**config.mk**
```make
export PLATFORM = sky130hd
export DESIGN_NAME = id_ex_stage_reg_flat
export DESIGN_NICKNAME = d
export VERILOG_FILES = /design/src/rtl/id_ex_stage_reg_pkg.sv /design/src/rtl/id_ex_stage_reg_if.sv /design/src/rtl/id_ex_stage_reg_pipe_reg_en.sv /design/src/rtl/id_ex_stage_reg.sv /design/src/flat_wrapper.sv
export SDC_FILE = /design/constraint.sdc
export NUM_CORES = 1
export LEC_CHECK = 0
export CORE_MARGIN = 2
export CORE_UTILIZATION = 41
export CTS_CLUSTER_SIZE = 40
export DETAILED_ROUTE_END_ITERATION = 16
export MAX_ROUTING_LAYER = met4
export PLACE_DENSITY = 0.9
export SYNTH_ARGS = -nofsm -noshare
export SYNTH_HDL_FRONTEND = slang
export SYNTH_SLANG_ARGS = --single-unit
```
**constraint.sdc**
```tcl
create_clock -name i_Clock -period 2.61 [get_ports i_Clock]
set_input_delay 0.3915 -clock i_Clock [delete_from_list [all_inputs] [get_ports i_Clock]]
set_output_delay 0.3915 -clock i_Clock [all_outputs]
set_load 0.01 [all_outputs]
```
**src/rtl/id_ex_stage_reg_pkg.sv**
```systemverilog
`default_nettype none
// ============================================================================
// Module   : id_ex_stage_reg_pkg
// Purpose  : Shared types and constants for the ID/EX pipeline register:
//            ALU command codes, instruction mode encodings, default widths
//            and the packed control-group record.
// Options  : ID_EX_FWD_INFO_EN (used by the interface and top, not here)
// Revision : 1.0 - initial release
// ============================================================================
package id_ex_stage_reg_pkg;

  // Default widths for the PC / operand datapath and register addresses
  localparam int c_DATA_WIDTH_DEF     = 32;
  localparam int c_REG_ADDR_WIDTH_DEF = 4;

  // ALU command codes carried on Sigs_Control
  localparam logic [3:0] c_ALU_NOP = 4'd0;
  localparam logic [3:0] c_ALU_MOV = 4'd1;
  localparam logic [3:0] c_ALU_ADD = 4'd2;
  localparam logic [3:0] c_ALU_ADC = 4'd3;
  localparam logic [3:0] c_ALU_SUB = 4'd4;
  localparam logic [3:0] c_ALU_SBC = 4'd5;
  localparam logic [3:0] c_ALU_AND = 4'd6;
  localparam logic [3:0] c_ALU_ORR = 4'd7;
  localparam logic [3:0] c_ALU_EOR = 4'd8;
  localparam logic [3:0] c_ALU_MVN = 4'd9;

  // Instruction mode field encodings from the decoder
  typedef enum logic [1:0] {
    MODE_ARITH  = 2'b00,
    MODE_MEM    = 2'b01,
    MODE_BRANCH = 2'b10
  } mode_e;

  // Control group: everything that can cause a side effect in EX/MEM/WB.
  // A bubble or flush zeroes this whole record.
  typedef struct packed {
    logic       valid;
    logic [3:0] sigs_control;
    logic       mem_read;
    logic       mem_write;
    logic       write_back;
    logic       status_write;
    logic       branch_taken;
    logic       immediate;
  } ctrl_t;

  localparam int c_CTRL_W = $bits(ctrl_t);

endpackage
`default_nettype wire

```
**src/rtl/id_ex_stage_reg_if.sv**
```systemverilog
`default_nettype none
// ============================================================================
// Module   : id_ex_stage_reg_if
// Purpose  : Bundle of ID-side inputs and EX-side registered outputs of the
//            ID/EX pipeline register. The stage register uses the slave
//            modport; the decode side / bench uses the master modport.
// Options  : ID_EX_FWD_INFO_EN adds Src1/Src2/Two_Src forwarding fields.
// Revision : 1.0 - initial release
// ============================================================================
interface id_ex_stage_reg_if
  import id_ex_stage_reg_pkg::*;
#(
  parameter int DATA_WIDTH     = c_DATA_WIDTH_DEF,
  parameter int REG_ADDR_WIDTH = c_REG_ADDR_WIDTH_DEF
);

  logic                      i_Flush;
  logic                      i_Freeze;
  logic                      i_Valid;
  logic [DATA_WIDTH-1:0]     i_PC;
  logic [3:0]                i_Sigs_Control;
  logic                      i_Sig_Memory_Read_Enable;
  logic                      i_Sig_Memory_Write_Enable;
  logic                      i_Sig_Write_Back_Enable;
  logic                      i_Sig_Status_Write_Enable;
  logic                      i_Sig_Branch_Taken;
  logic                      i_Immediate;
  logic [DATA_WIDTH-1:0]     i_Val_Rn;
  logic [DATA_WIDTH-1:0]     i_Val_Rm;
  logic [11:0]               i_Shift_Operand;
  logic [23:0]               i_Signed_Imm_24;
  logic [REG_ADDR_WIDTH-1:0] i_Dest;
  logic                      i_Carry;

  logic                      o_Valid;
  logic [DATA_WIDTH-1:0]     o_PC;
  logic [3:0]                o_Sigs_Control;
  logic                      o_Sig_Memory_Read_Enable;
  logic                      o_Sig_Memory_Write_Enable;
  logic                      o_Sig_Write_Back_Enable;
  logic                      o_Sig_Status_Write_Enable;
  logic                      o_Sig_Branch_Taken;
  logic                      o_Immediate;
  logic [DATA_WIDTH-1:0]     o_Val_Rn;
  logic [DATA_WIDTH-1:0]     o_Val_Rm;
  logic [11:0]               o_Shift_Operand;
  logic [23:0]               o_Signed_Imm_24;
  logic [REG_ADDR_WIDTH-1:0] o_Dest;
  logic                      o_Carry;

`ifdef ID_EX_FWD_INFO_EN
  logic [REG_ADDR_WIDTH-1:0] i_Src1;
  logic [REG_ADDR_WIDTH-1:0] i_Src2;
  logic                      i_Two_Src;
  logic [REG_ADDR_WIDTH-1:0] o_Src1;
  logic [REG_ADDR_WIDTH-1:0] o_Src2;
  logic                      o_Two_Src;
`endif

  modport master (
    output i_Flush, i_Freeze, i_Valid, i_PC, i_Sigs_Control,
           i_Sig_Memory_Read_Enable, i_Sig_Memory_Write_Enable,
           i_Sig_Write_Back_Enable, i_Sig_Status_Write_Enable,
           i_Sig_Branch_Taken, i_Immediate, i_Val_Rn, i_Val_Rm,
           i_Shift_Operand, i_Signed_Imm_24, i_Dest, i_Carry,
    input  o_Valid, o_PC, o_Sigs_Control,
           o_Sig_Memory_Read_Enable, o_Sig_Memory_Write_Enable,
           o_Sig_Write_Back_Enable, o_Sig_Status_Write_Enable,
           o_Sig_Branch_Taken, o_Immediate, o_Val_Rn, o_Val_Rm,
           o_Shift_Operand, o_Signed_Imm_24, o_Dest, o_Carry
`ifdef ID_EX_FWD_INFO_EN
  , output i_Src1, i_Src2, i_Two_Src
  , input  o_Src1, o_Src2, o_Two_Src
`endif
  );

  modport slave (
    input  i_Flush, i_Freeze, i_Valid, i_PC, i_Sigs_Control,
           i_Sig_Memory_Read_Enable, i_Sig_Memory_Write_Enable,
           i_Sig_Write_Back_Enable, i_Sig_Status_Write_Enable,
           i_Sig_Branch_Taken, i_Immediate, i_Val_Rn, i_Val_Rm,
           i_Shift_Operand, i_Signed_Imm_24, i_Dest, i_Carry,
    output o_Valid, o_PC, o_Sigs_Control,
           o_Sig_Memory_Read_Enable, o_Sig_Memory_Write_Enable,
           o_Sig_Write_Back_Enable, o_Sig_Status_Write_Enable,
           o_Sig_Branch_Taken, o_Immediate, o_Val_Rn, o_Val_Rm,
           o_Shift_Operand, o_Signed_Imm_24, o_Dest, o_Carry
`ifdef ID_EX_FWD_INFO_EN
  , input  i_Src1, i_Src2, i_Two_Src
  , output o_Src1, o_Src2, o_Two_Src
`endif
  );

endinterface
`default_nettype wire

```
**src/rtl/id_ex_stage_reg_pipe_reg_en.sv**
```systemverilog
`default_nettype none
// ============================================================================
// Module   : pipe_reg_en
// Purpose  : Generic pipeline register field group. Priority on each rising
//            edge: synchronous active-low reset, then synchronous clear,
//            then load when enabled; otherwise hold.
// Revision : 1.0 - initial release
// ============================================================================
module pipe_reg_en #(
  parameter int WIDTH = 8
) (
  input  wire logic             i_Clock,
  input  wire logic             i_Reset,
  input  wire logic             i_Clear,
  input  wire logic             i_Enable,
  input  wire logic [WIDTH-1:0] i_D,
  output logic      [WIDTH-1:0] o_Q
);

  logic [WIDTH-1:0] r_q;

  // Reset beats clear beats enable; a disabled register simply holds
  always_ff @(posedge i_Clock) begin
    if (!i_Reset) begin
      r_q <= '0;
    end else if (i_Clear) begin
      r_q <= '0;
    end else if (i_Enable) begin
      r_q <= i_D;
    end
  end

  assign o_Q = r_q;

endmodule
`default_nettype wire

```
**src/rtl/id_ex_stage_reg.sv**
```systemverilog
`default_nettype none
// ============================================================================
// Module   : id_ex_stage_reg
// Purpose  : ID/EX pipeline register. Captures decoded control, operands,
//            PC and destination with one cycle of latency. Flush (branch
//            taken) inserts a bubble and overrides Freeze (hazard stall),
//            which holds every field. A bubble entering from ID never
//            carries a side-effect enable into EX.
// Options  : ID_EX_FWD_INFO_EN registers Src1/Src2/Two_Src for forwarding.
// Revision : 1.0 - initial release
// ============================================================================
module id_ex_stage_reg
  import id_ex_stage_reg_pkg::*;
#(
  parameter int DATA_WIDTH     = c_DATA_WIDTH_DEF,
  parameter int REG_ADDR_WIDTH = c_REG_ADDR_WIDTH_DEF
) (
  input  wire logic          i_Clock,
  input  wire logic          i_Reset,
  id_ex_stage_reg_if.slave   bus
);

  localparam int c_DP_W = 3 * DATA_WIDTH + 12 + 24 + REG_ADDR_WIDTH + 1;

  logic              w_clear;
  logic              w_enable;
  ctrl_t             w_ctrl_d;
  ctrl_t             w_ctrl_q;
  logic [c_DP_W-1:0] w_dp_d;
  logic [c_DP_W-1:0] w_dp_q;

  // Flush wins over freeze because clear has priority inside pipe_reg_en
  assign w_clear  = bus.i_Flush;
  assign w_enable = ~bus.i_Freeze;

  // Control group: a bubble loads all-zero so nothing downstream fires
  always_comb begin
    w_ctrl_d = '0;
    if (bus.i_Valid) begin
      w_ctrl_d.valid        = 1'b1;
      w_ctrl_d.sigs_control = bus.i_Sigs_Control;
      w_ctrl_d.mem_read     = bus.i_Sig_Memory_Read_Enable;
      w_ctrl_d.mem_write    = bus.i_Sig_Memory_Write_Enable;
      w_ctrl_d.write_back   = bus.i_Sig_Write_Back_Enable;
      w_ctrl_d.status_write = bus.i_Sig_Status_Write_Enable;
      w_ctrl_d.branch_taken = bus.i_Sig_Branch_Taken;
      w_ctrl_d.immediate    = bus.i_Immediate;
    end
  end

  pipe_reg_en #(.WIDTH(c_CTRL_W)) u_ctrl_reg (
    .i_Clock  (i_Clock),
    .i_Reset  (i_Reset),
    .i_Clear  (w_clear),
    .i_Enable (w_enable),
    .i_D      (w_ctrl_d),
    .o_Q      (w_ctrl_q)
  );

  assign bus.o_Valid                   = w_ctrl_q.valid;
  assign bus.o_Sigs_Control            = w_ctrl_q.sigs_control;
  assign bus.o_Sig_Memory_Read_Enable  = w_ctrl_q.mem_read;
  assign bus.o_Sig_Memory_Write_Enable = w_ctrl_q.mem_write;
  assign bus.o_Sig_Write_Back_Enable   = w_ctrl_q.write_back;
  assign bus.o_Sig_Status_Write_Enable = w_ctrl_q.status_write;
  assign bus.o_Sig_Branch_Taken        = w_ctrl_q.branch_taken;
  assign bus.o_Immediate               = w_ctrl_q.immediate;

  // Datapath group: copied regardless of i_Valid (don't-care on a bubble)
  assign w_dp_d = {bus.i_PC, bus.i_Val_Rn, bus.i_Val_Rm, bus.i_Shift_Operand,
                   bus.i_Signed_Imm_24, bus.i_Dest, bus.i_Carry};

  pipe_reg_en #(.WIDTH(c_DP_W)) u_dp_reg (
    .i_Clock  (i_Clock),
    .i_Reset  (i_Reset),
    .i_Clear  (w_clear),
    .i_Enable (w_enable),
    .i_D      (w_dp_d),
    .o_Q      (w_dp_q)
  );

  assign {bus.o_PC, bus.o_Val_Rn, bus.o_Val_Rm, bus.o_Shift_Operand,
          bus.o_Signed_Imm_24, bus.o_Dest, bus.o_Carry} = w_dp_q;

`ifdef ID_EX_FWD_INFO_EN
  localparam int c_FWD_W = 2 * REG_ADDR_WIDTH + 1;

  logic [c_FWD_W-1:0] w_fwd_d;
  logic [c_FWD_W-1:0] w_fwd_q;

  // Forwarding group: zeroed on a bubble so the hazard unit sees no sources
  assign w_fwd_d = bus.i_Valid ? {bus.i_Src1, bus.i_Src2, bus.i_Two_Src}
                               : '0;

  pipe_reg_en #(.WIDTH(c_FWD_W)) u_fwd_reg (
    .i_Clock  (i_Clock),
    .i_Reset  (i_Reset),
    .i_Clear  (w_clear),
    .i_Enable (w_enable),
    .i_D      (w_fwd_d),
    .o_Q      (w_fwd_q)
  );

  assign {bus.o_Src1, bus.o_Src2, bus.o_Two_Src} = w_fwd_q;
`endif

endmodule
`default_nettype wire

```
**src/flat_wrapper.sv**
```systemverilog
// flat-port wrapper written by rule: the top's interface ports become plain ports
module id_ex_stage_reg_flat import id_ex_stage_reg_pkg::*;
#(
  parameter int DATA_WIDTH     = c_DATA_WIDTH_DEF,
  parameter int REG_ADDR_WIDTH = c_REG_ADDR_WIDTH_DEF
)
  (i_Clock, i_Reset, bus_i_Flush, bus_i_Freeze, bus_i_Valid, bus_i_PC, bus_i_Sigs_Control, bus_i_Sig_Memory_Read_Enable, bus_i_Sig_Memory_Write_Enable, bus_i_Sig_Write_Back_Enable, bus_i_Sig_Status_Write_Enable, bus_i_Sig_Branch_Taken, bus_i_Immediate, bus_i_Val_Rn, bus_i_Val_Rm, bus_i_Shift_Operand, bus_i_Signed_Imm_24, bus_i_Dest, bus_i_Carry, bus_o_Valid, bus_o_PC, bus_o_Sigs_Control, bus_o_Sig_Memory_Read_Enable, bus_o_Sig_Memory_Write_Enable, bus_o_Sig_Write_Back_Enable, bus_o_Sig_Status_Write_Enable, bus_o_Sig_Branch_Taken, bus_o_Immediate, bus_o_Val_Rn, bus_o_Val_Rm, bus_o_Shift_Operand, bus_o_Signed_Imm_24, bus_o_Dest, bus_o_Carry);
  id_ex_stage_reg_if #(.DATA_WIDTH(DATA_WIDTH), .REG_ADDR_WIDTH(REG_ADDR_WIDTH)) bus_i ();
  input  wire logic i_Clock;
  input  wire logic i_Reset;
  input wire logic [$bits(bus_i.i_Flush)-1:0] bus_i_Flush;
  input wire logic [$bits(bus_i.i_Freeze)-1:0] bus_i_Freeze;
  input wire logic [$bits(bus_i.i_Valid)-1:0] bus_i_Valid;
  input wire logic [$bits(bus_i.i_PC)-1:0] bus_i_PC;
  input wire logic [$bits(bus_i.i_Sigs_Control)-1:0] bus_i_Sigs_Control;
  input wire logic [$bits(bus_i.i_Sig_Memory_Read_Enable)-1:0] bus_i_Sig_Memory_Read_Enable;
  input wire logic [$bits(bus_i.i_Sig_Memory_Write_Enable)-1:0] bus_i_Sig_Memory_Write_Enable;
  input wire logic [$bits(bus_i.i_Sig_Write_Back_Enable)-1:0] bus_i_Sig_Write_Back_Enable;
  input wire logic [$bits(bus_i.i_Sig_Status_Write_Enable)-1:0] bus_i_Sig_Status_Write_Enable;
  input wire logic [$bits(bus_i.i_Sig_Branch_Taken)-1:0] bus_i_Sig_Branch_Taken;
  input wire logic [$bits(bus_i.i_Immediate)-1:0] bus_i_Immediate;
  input wire logic [$bits(bus_i.i_Val_Rn)-1:0] bus_i_Val_Rn;
  input wire logic [$bits(bus_i.i_Val_Rm)-1:0] bus_i_Val_Rm;
  input wire logic [$bits(bus_i.i_Shift_Operand)-1:0] bus_i_Shift_Operand;
  input wire logic [$bits(bus_i.i_Signed_Imm_24)-1:0] bus_i_Signed_Imm_24;
  input wire logic [$bits(bus_i.i_Dest)-1:0] bus_i_Dest;
  input wire logic [$bits(bus_i.i_Carry)-1:0] bus_i_Carry;
  output wire logic [$bits(bus_i.o_Valid)-1:0] bus_o_Valid;
  output wire logic [$bits(bus_i.o_PC)-1:0] bus_o_PC;
  output wire logic [$bits(bus_i.o_Sigs_Control)-1:0] bus_o_Sigs_Control;
  output wire logic [$bits(bus_i.o_Sig_Memory_Read_Enable)-1:0] bus_o_Sig_Memory_Read_Enable;
  output wire logic [$bits(bus_i.o_Sig_Memory_Write_Enable)-1:0] bus_o_Sig_Memory_Write_Enable;
  output wire logic [$bits(bus_i.o_Sig_Write_Back_Enable)-1:0] bus_o_Sig_Write_Back_Enable;
  output wire logic [$bits(bus_i.o_Sig_Status_Write_Enable)-1:0] bus_o_Sig_Status_Write_Enable;
  output wire logic [$bits(bus_i.o_Sig_Branch_Taken)-1:0] bus_o_Sig_Branch_Taken;
  output wire logic [$bits(bus_i.o_Immediate)-1:0] bus_o_Immediate;
  output wire logic [$bits(bus_i.o_Val_Rn)-1:0] bus_o_Val_Rn;
  output wire logic [$bits(bus_i.o_Val_Rm)-1:0] bus_o_Val_Rm;
  output wire logic [$bits(bus_i.o_Shift_Operand)-1:0] bus_o_Shift_Operand;
  output wire logic [$bits(bus_i.o_Signed_Imm_24)-1:0] bus_o_Signed_Imm_24;
  output wire logic [$bits(bus_i.o_Dest)-1:0] bus_o_Dest;
  output wire logic [$bits(bus_i.o_Carry)-1:0] bus_o_Carry;
  assign bus_i.i_Flush = bus_i_Flush;
  assign bus_i.i_Freeze = bus_i_Freeze;
  assign bus_i.i_Valid = bus_i_Valid;
  assign bus_i.i_PC = bus_i_PC;
  assign bus_i.i_Sigs_Control = bus_i_Sigs_Control;
  assign bus_i.i_Sig_Memory_Read_Enable = bus_i_Sig_Memory_Read_Enable;
  assign bus_i.i_Sig_Memory_Write_Enable = bus_i_Sig_Memory_Write_Enable;
  assign bus_i.i_Sig_Write_Back_Enable = bus_i_Sig_Write_Back_Enable;
  assign bus_i.i_Sig_Status_Write_Enable = bus_i_Sig_Status_Write_Enable;
  assign bus_i.i_Sig_Branch_Taken = bus_i_Sig_Branch_Taken;
  assign bus_i.i_Immediate = bus_i_Immediate;
  assign bus_i.i_Val_Rn = bus_i_Val_Rn;
  assign bus_i.i_Val_Rm = bus_i_Val_Rm;
  assign bus_i.i_Shift_Operand = bus_i_Shift_Operand;
  assign bus_i.i_Signed_Imm_24 = bus_i_Signed_Imm_24;
  assign bus_i.i_Dest = bus_i_Dest;
  assign bus_i.i_Carry = bus_i_Carry;
  assign bus_o_Valid = bus_i.o_Valid;
  assign bus_o_PC = bus_i.o_PC;
  assign bus_o_Sigs_Control = bus_i.o_Sigs_Control;
  assign bus_o_Sig_Memory_Read_Enable = bus_i.o_Sig_Memory_Read_Enable;
  assign bus_o_Sig_Memory_Write_Enable = bus_i.o_Sig_Memory_Write_Enable;
  assign bus_o_Sig_Write_Back_Enable = bus_i.o_Sig_Write_Back_Enable;
  assign bus_o_Sig_Status_Write_Enable = bus_i.o_Sig_Status_Write_Enable;
  assign bus_o_Sig_Branch_Taken = bus_i.o_Sig_Branch_Taken;
  assign bus_o_Immediate = bus_i.o_Immediate;
  assign bus_o_Val_Rn = bus_i.o_Val_Rn;
  assign bus_o_Val_Rm = bus_i.o_Val_Rm;
  assign bus_o_Shift_Operand = bus_i.o_Shift_Operand;
  assign bus_o_Signed_Imm_24 = bus_i.o_Signed_Imm_24;
  assign bus_o_Dest = bus_i.o_Dest;
  assign bus_o_Carry = bus_i.o_Carry;
  id_ex_stage_reg #(.DATA_WIDTH(DATA_WIDTH), .REG_ADDR_WIDTH(REG_ADDR_WIDTH)) u_core (.i_Clock(i_Clock), .i_Reset(i_Reset), .bus(bus_i));
endmodule
```
# [After elaboration in Yosys (flattened, before gate mapping)]
# Cells that the tools add are included.
[classes] bitwise=1 mux=1 reduce_logical=1
[op_table] operator="$mux W11" n=1
[op_table] operator="$reduce_or A2 Y1" n=1
[op_table] operator="$not A1 Y1" n=1
[word_totals] input_bits=152 output_inout_bits=148 elab_cells=5 ff_bits=148

# [Depth between registers and ports, before layout]
[logic_depth] word_depth=2 mapped_depth=5 depth_no_buf=2

# [Cells and area by module]
# A second synthesis with hierarchy kept.
[unflattened] cells_unflattened=489 hier_area_um2=5459.0
[by_module_without_submodules] module="pipe_reg_en at u_core.u_dp_reg" cells_per_inst=442 instances=1 area_each_um2=4998.5 seq_area_each_um2=2742.6
[by_module_without_submodules] module="pipe_reg_en at u_core.u_ctrl_reg" cells_per_inst=36 instances=1 area_each_um2=394.1 seq_area_each_um2=220.2
[by_module_without_submodules] module="id_ex_stage_reg" cells_per_inst=11 instances=1 area_each_um2=66.3 seq_area_each_um2=0.0

# [Worst setup path before layout]
# OpenSTA, ideal clock, no wires.
[synth_path] path_type="input-to-reg" start="in bus_i_Freeze" end="reg u_core.u_dp_reg.r_q[113] (netlist: u_core.u_dp_reg.o_Q[113])" n_path_buf=3 setup_ns=0.128 path_stages=5 t_required_ns=2.482 slack_ns=1.453 t_arrival_ns=1.029 path_cell_list="buf_4 -> buf_12 -> buf_12 -> mux2i_1 -> nor2_1"
[synth_rtl] item="from (decl)" line_no="flat_wrapper.sv:12" source="input wire logic [$bits(bus_i.i_Freeze)-1:0] bus_i_Freeze;"
[synth_rtl] item="to (signal assigned)" line_no="id_ex_stage_reg_pipe_reg_en.sv:29" source="r_q <= i_D;"
[synth_rtl] item="to (decl)" line_no="id_ex_stage_reg_pipe_reg_en.sv:20" source="logic [WIDTH-1:0] r_q;"

# [Worst setup path after layout]
[layout_path] start="reg u_core.u_dp_reg.r_q[60] (netlist: u_core.u_dp_reg.o_Q[60])" end="out bus_o_Val_Rm[19]"
[layout_rtl] item="to (decl)" line_no="flat_wrapper.sv:38" source="output wire logic [$bits(bus_i.o_Val_Rm)-1:0] bus_o_Val_Rm;"
# No word-level cell between the ends.

==> flow_summary.yaml <==
sta:
  tightest_slew_ns: 0.495
  min_period_ns: 1.73
  drv_slew: 0
  fin_setup_tns_ns: 0
  fin_ws_ns: 0.881
  rsz0062_at_grt: "no"
  setup_viol: 0
  max_slew_margin_pct: 67.0
  layout_worst_path_cycle_share_pct: 66.2
  max_freq_mhz: 578
  fin_skew_ns: 0
  finalHoldViolations: 0
flow_run:
  drv_cap: 0
route:
  drtAntennaViolNets: 0
  post-route-drc-count: 0
  post_drt_wl_per_cell_um: 16.3
  dr_total_vias: 4616
  dr.pass1.iters: 4
  drt_iter0_drc: 262
  wirelength_um: 15800
  viasPerCell: 4.78
die:
  die_x_um: 119
  die-area_um2: 14100
  die_h_um: 119
  io-pin-count: 300
  initial_core_util_pct: 42.3
  core_region_area_um2: 12700
  rows: 41
cts:
  cts-resized-gates: 0
  postCtsSetupBuffers: 0
  clkSinkCount: 148
  cts_root_buf: "clkbuf_16"
  clk_pin_slew_worst_paths_ns: 0.06
  cts_buffers: 17
  postCtsHoldBufs: 0
  cts_buffer_depth: 2
  cts_tree: "built"
  clkLatencyLatePin_ns: 0.41
  htreeDepth: 4
synthesis:
  netlist_instances: 490
  synth-seq-cells: 148
  avgSynthCellArea_um2: 11.0
  yosys.cell_types.count: 13
  syn_nets: 642
  ys_seq_area_share_pct: 55.1
  syn_area_um2: 5380
  ys.warnings.count: 0
setup_path:
  cp-endpoint: "bus_o_Val_Rm[19]"
  cp_max_fo: 2
  crit_family: "buffers and inverters"
  path_depth: 1
  required_ns: 2.22
  path_cells: "clkdlybuf4s50_1"
  critPathLaunchType: "flip-flop"
  cp_slowest_cell: "clkdlybuf4s50_1"
  r2r_end: "u_core.u_dp_reg.o_Q[60]$_SDFFE_PP0N_"
  crit_buf_inv: 1
  cp-end-kind: "output pin"
  setup.worst_path.start: "u_core.u_dp_reg.o_Q[60]$_SDFFE_PP0N_"
  setup.worst_path.class: "reg2out"
  cpPeakStageDelay_ns: 0.56
  r2r_start: "u_core.u_dp_reg.o_Q[60]$_SDFFE_PP0N_"
  crit_arrival_ns: 1.34
  r2r_cells: 2
  r2r_slack_ns: 1.87
grt:
  grt_max_degree: 81
  antenna_found_initial: 0
  grt_overflow: 0
  grt_first_pass_wirelength_um: 24800
  grt_usage_pct: 23.0
  grt_pass1_vias: 4907
cells_and_area:
  diodes: 0
  fin_cells: 965
  syn_to_final_growth_pct: 66.9
  drive_gt1_share_pct: 5.04
  nNetsFinal: 932
power_and_ir_drop:
  p_comb_share_pct: 12.2
  p_leak_nw: 3.70
  finalPower_mw: 5.71
  pwr-share-seq_pct: 41.6
  vdd_drop_max_mv: 0.376
  powerDensity_nw_per_um2: 635
  power.share.clock_pct: 46.2
  swShare_pct: 21.3
  p_int_mw: 4.49
  p_switching_mw: 1.22
place:
  io_buffers: 299
  place.gp.congestion: 0.767
  place_ws_ns: 0.724
  dp.cells: 933
  dpl.hpwl_um: 11400
worst_hold_path:
  hold_depth: 3
  min_from: "bus_i_Freeze"
  hp-class: "in2reg"
status:
  outcome: "finished, final reports clean"
==> synthesized netlist by cell type <==
cell type | instances | area (um^2)
buf_1 | 3 | 11.3
buf_2 | 5 | 25.0
nand3b_1 | 10 | 75.1
nand2_1 | 10 | 37.5
clkbuf_1 | 10 | 37.5
dfxtp_1 | 148 | 2960
buf_12 | 11 | 220
buf_4 | 5 | 37.5
nand2b_4 | 1 | 13.8
mux2i_1 | 138 | 1380
buf_6 | 1 | 11.3
nor2_1 | 138 | 518
a21oi_1 | 10 | 50.1
==> sequential cells by signal, indices dropped and copies added (netlist names) <==
| signal | cells |
|---|---|
| u_core.u_dp_reg.o_Q | 137 |
| u_core.u_ctrl_reg.o_Q | 11 |
==> worst reg2reg max path, delay by kind of cell, from the launching register on <==
| family | cells | cell delay, ns |
|---|---|---|
| DFF | 1 | 0.33 |
| muxes | 1 | 0.22 |
| and+or+nand+nor | 1 | 0.07 |
==> cell families (layout without fill, tap and decap cells) <==
| group | count (synthesis) | count (layout) | share of synthesized area (%) |
|---|---|---|---|
| mux | 138 | 138 | 25.7 |
| flops | 148 | 148 | 55.1 |
| simple gates | 159 | 159 | 12.0 |
| buf+inv | 35 | 338 | 6.37 |
| compound gates | 10 | 10 | 0.930 |
==> metrics by stage <==
| stage | hold slack (ns) | util [%] | instance area, um^2 |
|---|---|---|---|
| 2_1_floorplan | 0.484 | - | 5380 |
| 3_3_place_gp | 0.447 | 65.5 | 8340 |
| 3_5_place_dp | 0.457 | 65.5 | 8340 |
| 4_1_cts | 0.418 | 70.6 | 8980 |
| 5_1_grt | 0.440 | 70.6 | 8980 |
| 6_report | 0.431 | 70.6 | 8980 |
==> power by group through the flow <==
stage	registers, mW	clock network [mW]	logic (mW)
2_1_floorplan	2.45	0	0.275
3_3_place_gp	2.41	0	0.675
3_5_place_dp	2.42	0	0.695
4_1_cts	2.37	2.68	0.704
5_1_grt	2.38	2.78	0.742
6_report	2.37	2.64	0.699
==> final cells by class <==
| class | count | area [um^2] |
|---|---|---|
| Tap cell | 172 | 215 |
| Clock buffer | 23 | 498 |
| Clock inverter | 9 | 148 |
| Sequential cell | 148 | 2960 |
| Multi-Input combinational cell | 307 | 2080 |
| Fill cell | 919 | 3740 |
| Timing Repair Buffer | 306 | 3080 |
==> worst min-delay path by stage <==
stage	end	slack (ns)
4_1_cts	u_core.u_ctrl_reg.o_Q[8]$_SDFFE_PP0N_	0.42
2_1_floorplan	u_core.u_ctrl_reg.o_Q[0]$_SDFFE_PP0N_	0.48
3_5_place_dp	u_core.u_ctrl_reg.o_Q[8]$_SDFFE_PP0N_	0.46
5_1_grt	u_core.u_ctrl_reg.o_Q[8]$_SDFFE_PP0N_	0.44
3_3_place_gp	u_core.u_ctrl_reg.o_Q[1]$_SDFFE_PP0N_	0.45
6_report	u_core.u_ctrl_reg.o_Q[8]$_SDFFE_PP0N_	0.43
==> routing by layer <==
layer / global-route usage (%) / routed length, um / vias to the layer above
met1: 22.8 / 5800 / 2171
met4: 10.0 / 427 / 0
met2: 40.4 / 8160 / 213
li1: - / - / 2201
met5: - / 0 / -
met3: 8.35 / 1380 / 31
==> placed cells by master, fill, tap and decap left out <==
cell type        count
a21oi_1             10
buf_12               3
buf_4                4
buf_6                1
bufinv_16            4
clkbuf_1             1
clkbuf_16           17
clkbuf_8             5
clkdlybuf4s50_1    298
clkinv_2             4
clkinvlp_4           1
dfxtp_1            148
mux2i_1            138
nand2_1             10
nand2b_4             1
nand3b_1            10
nor2_1             138
(Power assumes the default switching activity.)
